[config.mk]
export PLATFORM = sky130hd
export DESIGN_NAME = hazard_ctrl
export DESIGN_NICKNAME = d
export VERILOG_FILES = /design/src/rtl/hazard_ctrl.sv
export SDC_FILE = /design/constraint.sdc
export NUM_CORES = 1
export LEC_CHECK = 0
export CAP_MARGIN = 10
export CORE_MARGIN = 8
export CORE_UTILIZATION = 42
export CTS_BUF_LIST = sky130_fd_sc_hd__clkbuf_2 sky130_fd_sc_hd__clkbuf_4 sky130_fd_sc_hd__clkbuf_8
export CTS_CLUSTER_SIZE = 14
export DETAILED_ROUTE_END_ITERATION = 10
export MAX_ROUTING_LAYER = met4
export PLACE_DENSITY_LB_ADDON = 0.05
export SLEW_MARGIN = 10
export SYNTH_ARGS = -nofsm -noshare
export SYNTH_HDL_FRONTEND = slang
export SYNTH_SLANG_ARGS = --single-unit
[constraint.sdc]
create_clock -name clk -period 2.3 [get_ports clk]
set_input_delay 0.23 -clock clk [delete_from_list [all_inputs] [get_ports clk]]
set_output_delay 0.23 -clock clk [all_outputs]
set_load 0.02 [all_outputs]
[src/rtl/hazard_ctrl.sv]
// Pipeline hazard controller: load-use/branch/MDU stalls, memory-busy freeze, control flush.
// Define HAZARD_CTRL_MDU_EN to build the multiply/divide occupancy counter and MD hazard.
module hazard_ctrl #(
   parameter int unsigned MD_LATENCY = 32
) (
   input  logic        clk,
   input  logic        nrst,
   input  logic [4:0]  i_ID_data_RSAddr,
   input  logic [4:0]  i_ID_data_RTAddr,
   input  logic        i_ID_ctrl_UseRS,
   input  logic        i_ID_ctrl_UseRT,
   input  logic        i_ID_ctrl_Branch,
   input  logic        i_ID_ctrl_PCSrc,
   input  logic        i_ID_ctrl_UseMD,
   input  logic        i_EX_ctrl_MemRead,
   input  logic        i_EX_ctrl_RegWrite,
   input  logic [4:0]  i_EX_data_WAddr,
   input  logic        i_MEM_ctrl_MemRead,
   input  logic [4:0]  i_MEM_data_WAddr,
   input  logic        i_EX_ctrl_MDStart,
   input  logic        i_MEM_ctrl_MemBusy,
   output logic        o_IF_ctrl_PCWrite,
   output logic        o_ID_ctrl_IFIDWrite,
   output logic        o_ID_ctrl_IFIDFlush,
   output logic        o_EX_ctrl_IDEXFlush,
   output logic        o_PIPE_ctrl_Freeze,
   output logic        o_EX_ctrl_MDBusy,
   output logic [1:0]  o_HZ_stat_State,
   output logic [15:0] o_HZ_stat_StallCnt
);

   localparam int unsigned CNT_W = 6;
   localparam int unsigned SC_W  = 16;

   typedef enum logic [1:0] {
      RUN        = 2'd0,
      MDWAIT     = 2'd1,
      MEMWAIT    = 2'd2,
      MEMWAIT_MD = 2'd3
   } state_t;

   state_t            state;
   state_t            state_nxt;
   logic              md_busy;
   logic              md_busy_nxt;
   logic              md_haz;
   logic              lu_haz;
   logic              br_haz;
   logic [SC_W-1:0]   stall_cnt;

   // Load in EX feeding a source operand of the ID instruction.
   assign lu_haz = i_EX_ctrl_MemRead && (i_EX_data_WAddr != 5'd0) &&
                   ((i_ID_ctrl_UseRS && (i_ID_data_RSAddr == i_EX_data_WAddr)) ||
                    (i_ID_ctrl_UseRT && (i_ID_data_RTAddr == i_EX_data_WAddr)));

   // Branch compares in ID, so any result not yet forwardable to ID stalls it.
   assign br_haz = i_ID_ctrl_Branch &&
                   ((i_EX_ctrl_RegWrite && (i_EX_data_WAddr != 5'd0) &&
                     ((i_ID_data_RSAddr == i_EX_data_WAddr) || (i_ID_data_RTAddr == i_EX_data_WAddr))) ||
                    (i_MEM_ctrl_MemRead && (i_MEM_data_WAddr != 5'd0) &&
                     ((i_ID_data_RSAddr == i_MEM_data_WAddr) || (i_ID_data_RTAddr == i_MEM_data_WAddr))));

`ifdef HAZARD_CTRL_MDU_EN
   logic [CNT_W-1:0] md_cnt;
   logic [CNT_W-1:0] md_cnt_nxt;
   logic             md_start;

   assign md_busy  = (state == MDWAIT) || (state == MEMWAIT_MD);
   assign md_haz   = i_ID_ctrl_UseMD && md_busy;
   assign md_start = i_EX_ctrl_MDStart && !md_busy && !i_MEM_ctrl_MemBusy;

   // Occupancy countdown; busy lasts through the cycle the counter reads zero.
   always_comb begin
      md_cnt_nxt  = md_cnt;
      md_busy_nxt = md_busy;
      if (md_start) begin
         md_cnt_nxt  = CNT_W'(MD_LATENCY - 1);
         md_busy_nxt = 1'b1;
      end else if (md_busy) begin
         if (md_cnt == '0) md_busy_nxt = 1'b0;
         else              md_cnt_nxt  = md_cnt - CNT_W'(1);
      end
   end

   always_ff @(posedge clk or negedge nrst) begin
      if (!nrst) md_cnt <= '0;
      else       md_cnt <= md_cnt_nxt;
   end
`else
   logic unused_md;

   assign md_busy     = 1'b0;
   assign md_busy_nxt = 1'b0;
   assign md_haz      = 1'b0;
   assign unused_md   = &{1'b0, i_EX_ctrl_MDStart, i_ID_ctrl_UseMD, CNT_W'(MD_LATENCY)};
`endif

   // State tracks memory wait in bit 1 and MDU occupancy in bit 0.
   always_comb begin
      state_nxt = RUN;
      if (i_MEM_ctrl_MemBusy) state_nxt = md_busy_nxt ? MEMWAIT_MD : MEMWAIT;
      else                    state_nxt = md_busy_nxt ? MDWAIT : RUN;
   end

   // Pipeline controls: reset, then memory freeze, then data stall, then redirect flush.
   always_comb begin
      o_IF_ctrl_PCWrite   = 1'b1;
      o_ID_ctrl_IFIDWrite = 1'b1;
      o_ID_ctrl_IFIDFlush = 1'b0;
      o_EX_ctrl_IDEXFlush = 1'b0;
      o_PIPE_ctrl_Freeze  = 1'b0;
      if (!nrst) begin
         o_IF_ctrl_PCWrite   = 1'b0;
         o_ID_ctrl_IFIDWrite = 1'b0;
         o_ID_ctrl_IFIDFlush = 1'b1;
         o_EX_ctrl_IDEXFlush = 1'b1;
      end else if (i_MEM_ctrl_MemBusy) begin
         o_IF_ctrl_PCWrite   = 1'b0;
         o_ID_ctrl_IFIDWrite = 1'b0;
         o_PIPE_ctrl_Freeze  = 1'b1;
      end else if (lu_haz || br_haz || md_haz) begin
         o_IF_ctrl_PCWrite   = 1'b0;
         o_ID_ctrl_IFIDWrite = 1'b0;
         o_EX_ctrl_IDEXFlush = 1'b1;
      end else if (i_ID_ctrl_PCSrc) begin
         o_ID_ctrl_IFIDFlush = 1'b1;
      end
   end

   always_ff @(posedge clk or negedge nrst) begin
      if (!nrst) begin
         state     <= RUN;
         stall_cnt <= '0;
      end else begin
         state <= state_nxt;
         if (!o_IF_ctrl_PCWrite && (stall_cnt != '1)) stall_cnt <= stall_cnt + SC_W'(1);
      end
   end

   assign o_EX_ctrl_MDBusy   = md_busy;
   assign o_HZ_stat_State    = state;
   assign o_HZ_stat_StallCnt = stall_cnt;

endmodule
Yosys cells after proc, flatten, opt, wreduce, memory -nomap -nowiden
Cells that the tools add are included.
{"block": "word_totals", "regBits": 18, "in_bits": 32, "output_inout_bits": 24, "wordCells": 39}
{"block": "classes", "add_sub_neg": 1, "eq_ne": 5, "muxes": 13, "n_reduce_logical": 18}
{"cell": "5-bit == test", "count": 4}
{"cell": "16-bit by 1-bit adder with 16-bit output (second input constant)", "count": 1}
{"cell": "16-bit != test (second input constant)", "count": 1}
{"cell": "1-bit two-way mux", "count": 12}
{"cell": "1-bit logical AND", "count": 10}
{"cell": "5-bit nonzero test", "count": 2}
{"cell": "1-bit logical OR", "count": 5}
{"cell": "2-bit two-way mux", "count": 1}
{"cell": "1-bit zero test", "count": 1}

Logic depth before layout (Yosys ltp)
{"block": "depth", "depth_word": 11, "mapped_depth": 8, "depth_no_buf": 7}

Worst setup path after synthesis
OpenSTA, ideal clock, no wires.
{"block": "synth_path", "path_type": "register -> register", "from": "register stall_cnt[4], in the netlist o_HZ_stat_StallCnt[4]", "to": "register stall_cnt[13], in the netlist o_HZ_stat_StallCnt[13]", "setup_ns": 0.140, "arrival_time_ns": 1.910, "required_time_ns": 2.160, "path_slack_ns": 0.251, "path_stages_with_launch": 8, "n_path_buf": 1, "period_less_slack_ns": 2.049, "cell_sequence": "dfrtp_1 -> and3_1 -> and3_1 -> nand3_1 -> nor4_2 -> buf_2 -> nor4b_1 -> xor2_1"}
{"block": "synth_via", "elab_chain_cells": 2, "word_cells_on_any_way": 3, "cone_classes": "1 x add/sub; 1 x eq/ne; 1 x reduce/logical"}
{"item": "start, declared", "line_no": "49", "text": "logic [SC_W-1:0] stall_cnt;"}
{"item": "start signal, assigned", "line_no": "136", "text": "if (!o_IF_ctrl_PCWrite && (stall_cnt != '1)) stall_cnt <= stall_cnt + SC_W'(1);"}
{"item": "parallel branches: the longest is 2 deep, another holds 16-bit by 1-bit adder with 16-bit output"}
Parallel ways; which one is timed is not known.
A chain may end at the register's enable or synchronous reset.

Worst setup path in the final report
{"block": "layout_path", "from": "input port i_ID_data_RTAddr[3]", "to": "register stall_cnt[10], in the netlist o_HZ_stat_StallCnt[10]"}
{"block": "layout_via", "elab_chain_cells": 11, "word_cells_on_any_way": 17, "cone_classes": "2 x eq/ne; 3 x mux; 12 x reduce/logical"}
{"item": "start, declared", "line_no": "9", "text": "input logic [4:0] i_ID_data_RTAddr,"}
{"item": "5-bit == test (on tied branches)", "line_no": "54, 59, 61"}
{"item": "1-bit logical OR (on tied branches)", "line_no": "59, 61"}
{"item": "1-bit logical AND (on tied branches)", "line_no": "58, 60"}
{"item": "1-bit logical OR", "line_no": "59", "text": "((i_ID_data_RSAddr == i_EX_data_WAddr) || (i_ID_data_RTAddr == i_EX_data_WAddr))) ||"}
{"item": "1-bit logical AND", "line_no": "57", "text": "assign br_haz = i_ID_ctrl_Branch &&"}
{"item": "1-bit logical OR (*)", "line_no": "121", "text": "end else if (lu_haz || br_haz || md_haz) begin"}
{"item": "1-bit two-way mux (*)", "line_no": "121"}
{"item": "1-bit two-way mux (*)", "line_no": "117", "text": "end else if (i_MEM_ctrl_MemBusy) begin"}
{"item": "1-bit two-way mux (*)", "line_no": "112", "text": "if (!nrst) begin"}
{"item": "1-bit zero test (*)", "line_no": "136"}
{"item": "1-bit logical AND (*)", "line_no": "136"}
Every way passes the cells marked *; elsewhere a longest branch is shown, timed or not.

==> results.toml <==
[cts]
clock-root-buffer = "clkbuf_4"
path_clk_slew_ps = 100
post-cts-setup-buffers = 0
cts_tree = "built"
numCtsBuffers = 3
cts.htree.levels = 1
clock-sinks = 17
insertion_delay_ps = 290
clk_path_buf_depth = 2

[flow_run]
drv_cap = 0

[global_routing]
antenna_found_initial = 0
grt_use_total_pct = 14.6
grt_pass1_vias = 1259
grt_max_degree = 21
grt_pass1_wl_um = 5830
gr-total-overflow = 0

[floorplan]
num_rows = 19
die_h_um = 69.2
core-area_um2 = 2710
die_area_um2 = 4780
die_width_um = 69.2
io_pins = 56
initial_utilization_pct = 43.8

[critical_path]
crit_start = "i_ID_data_RTAddr[3]"
critical_path_class = "in -> reg"
rr_endpoint = "o_HZ_stat_StallCnt[1]"
endpoint = "o_HZ_stat_StallCnt[10]"
worstSetupEndpointType = "flip-flop"
crit_fanout = 5
cp.required_ps = 2480
reg2reg_depth = 7
reg2reg_setup_slack_ps = 250
start_kind = "input port"
worst_r2r_startpoint = "o_HZ_stat_StallCnt[4]"
arrival_ps = 2400

[placement]
post-dp-hpwl_um = 2730
gp_congestion = 0.793
place_area_um2 = 1840
portBuffers = 51

[yosys]
avgSynthCellArea_um2 = 10.2
syn_area_um2 = 1190
yosys.area.top_type_share_pct = 35.8
yosysSeqAreaShare_pct = 35.8
synth_seq_cells = 17
yosysWarningCount = 0
synth.distinct_cells = 32
synthCells = 116
synth_area_leaders = "dfrtp_1, xor2_1, xnor2_1"
synth_top_area_cell = "dfrtp_1"

[detailed_routing]
dr.pass1.iters = 6
wirelength_um = 3310
ant_nets = 0
drtIter0Drc = 49
drc = 0
vias_per_cell = 5.20
wl_per_cell_um = 15.2
vias = 1129

[final_layout]
final_area_um2 = 1890
layout_commonest_cell = "clkdlybuf4s50_1"
diodes = 0
syn_to_final_growth_pct = 58.9
layout-drive-gt1-share_pct = 23.1
layout.nets = 220
final_cell_mix = "clkdlybuf4s50_1, xor2_1, buf_4"

[sta]
fmax_mhz = 451
drv_slew = 0
layout_min_cycle_time_ps = 2220
clock_skew_ps = 2.65
setup_viol = 0
finalCritPeriodShare_pct = 96.4
finalHoldViolations = 0
rsz0062_at_grt = "no"

[pwr]
p_total_w = 0.00128
leakagePower_nw = 0.772
power_per_cell_area_nw_per_um2 = 679
ir_drop_mv = 0.811

[status]
status = "complete, no violations"

[hold_path]
hp-class = "in -> async"
[area by class of cell]
class | instances | area (µm²)
Sequential cell | 17 | 425
Timing Repair Buffer | 70 | 632
Multi-Input combinational cell | 95 | 761
Tap cell | 31 | 38.8
Fill cell | 218 | 823
Clock buffer | 4 | 30.0
[power by group]
part / total, W / leakage, nW / internal (W) / switching [W]
clock: 0.000173 / 0.0184 / 0.0000792 / 0.0000936
combinational: 0.000619 / 0.552 / 0.000317 / 0.000302
sequential: 0.000489 / 0.202 / 0.000386 / 0.000103
total: 0.00128 / 0.772 / 0.000782 / 0.000498
[through the flow]
step | setup WS (ps) | cells | hold slack [ps] | util, % | setup TNS [ps]
floorplan | 251 | 117 | -65.6 | - | 0
global placement | -495 | 213 | 471 | 68.1 | -5360
detailed placement | -492 | 213 | 486 | 68.1 | -5910
CTS | 20.2 | 217 | 301 | 69.3 | 0
global route | 2.50 | 217 | 322 | 69.6 | 0
finish | 83.5 | 217 | 299 | 69.6 | 0
[sequential cells by signal (all words and copies together) (netlist names)]
| register | flops |
|---|---|
| o_HZ_stat_StallCnt | 16 |
| o_HZ_stat_State | 1 |
[synthesized netlist by cell type]
master / instances
a21oi_2: 2
conb_1: 1
mux2_1: 3
o22ai_1: 1
and2_1: 1
ha_1: 1
or4_1: 2
nor4b_2: 2
nor4b_1: 3
o211ai_1: 2
buf_6: 1
o211ai_2: 2
buf_2: 1
o21ai_0: 1
nand4_1: 1
nor4_2: 1
nor3_1: 8
buf_4: 3
dfrtp_1: 17
nand3b_1: 1
or4_4: 1
nand3_1: 9
xor2_1: 24
nor3b_1: 1
nand2b_1: 2
nor4_1: 4
nand2_1: 7
nor2_2: 1
nor2_1: 1
and3_1: 2
nor4_4: 1
xnor2_1: 9
[worst max-delay path, cell delays in order]
cell and delay, ps:
clkdlybuf4s50_1 460, xor2_1 160, nor3_1 210, nand3_1 160, a21oi_2 250, nor4_4 100, buf_4 150, or4_1 530
xnor2_1 140
[worst min path at each step]
stage,startpoint,to,cells after the start
after global routing,nrst,o_HZ_stat_StallCnt[8],2
after CTS,nrst,o_HZ_stat_State[1],2
after detailed placement,o_HZ_stat_StallCnt[6],o_HZ_stat_StallCnt[6],1
final,nrst,o_HZ_stat_StallCnt[14],2
after global placement,o_HZ_stat_StallCnt[8],o_HZ_stat_StallCnt[8],1
after floorplan,nrst,o_HZ_stat_StallCnt[0],0
[per-layer routing]
layer  up-vias  global-route usage [%]  share of wire (%)
met5         -                       -                  0
met4         0                    2.51               0.48
met3         2                    4.15                4.4
met2        39                    25.6                 53
met1       536                    16.1                 42
li1        552                       -                  -
[what timing repair did]
| item | CTS | global route |
|---|---|---|
| endpoints found under the setup margin | 6 | 9 |
| gates resized for setup | 24 | 11 |
| hold buffers | 0 | 0 |
| pin swaps | 6 | 9 |
[logic make-up after synthesis]
| kind of cell | share of synthesized area, % |
|---|---|
| other cells | 0.316 |
| buf+inv | 3.27 |
| fa+ha+maj | 1.05 |
| mux | 2.84 |
| simple gates | 26.6 |
| flops | 35.8 |
| compound gates | 5.80 |
| xor+xnor | 24.3 |
(Power assumes the default switching activity.)
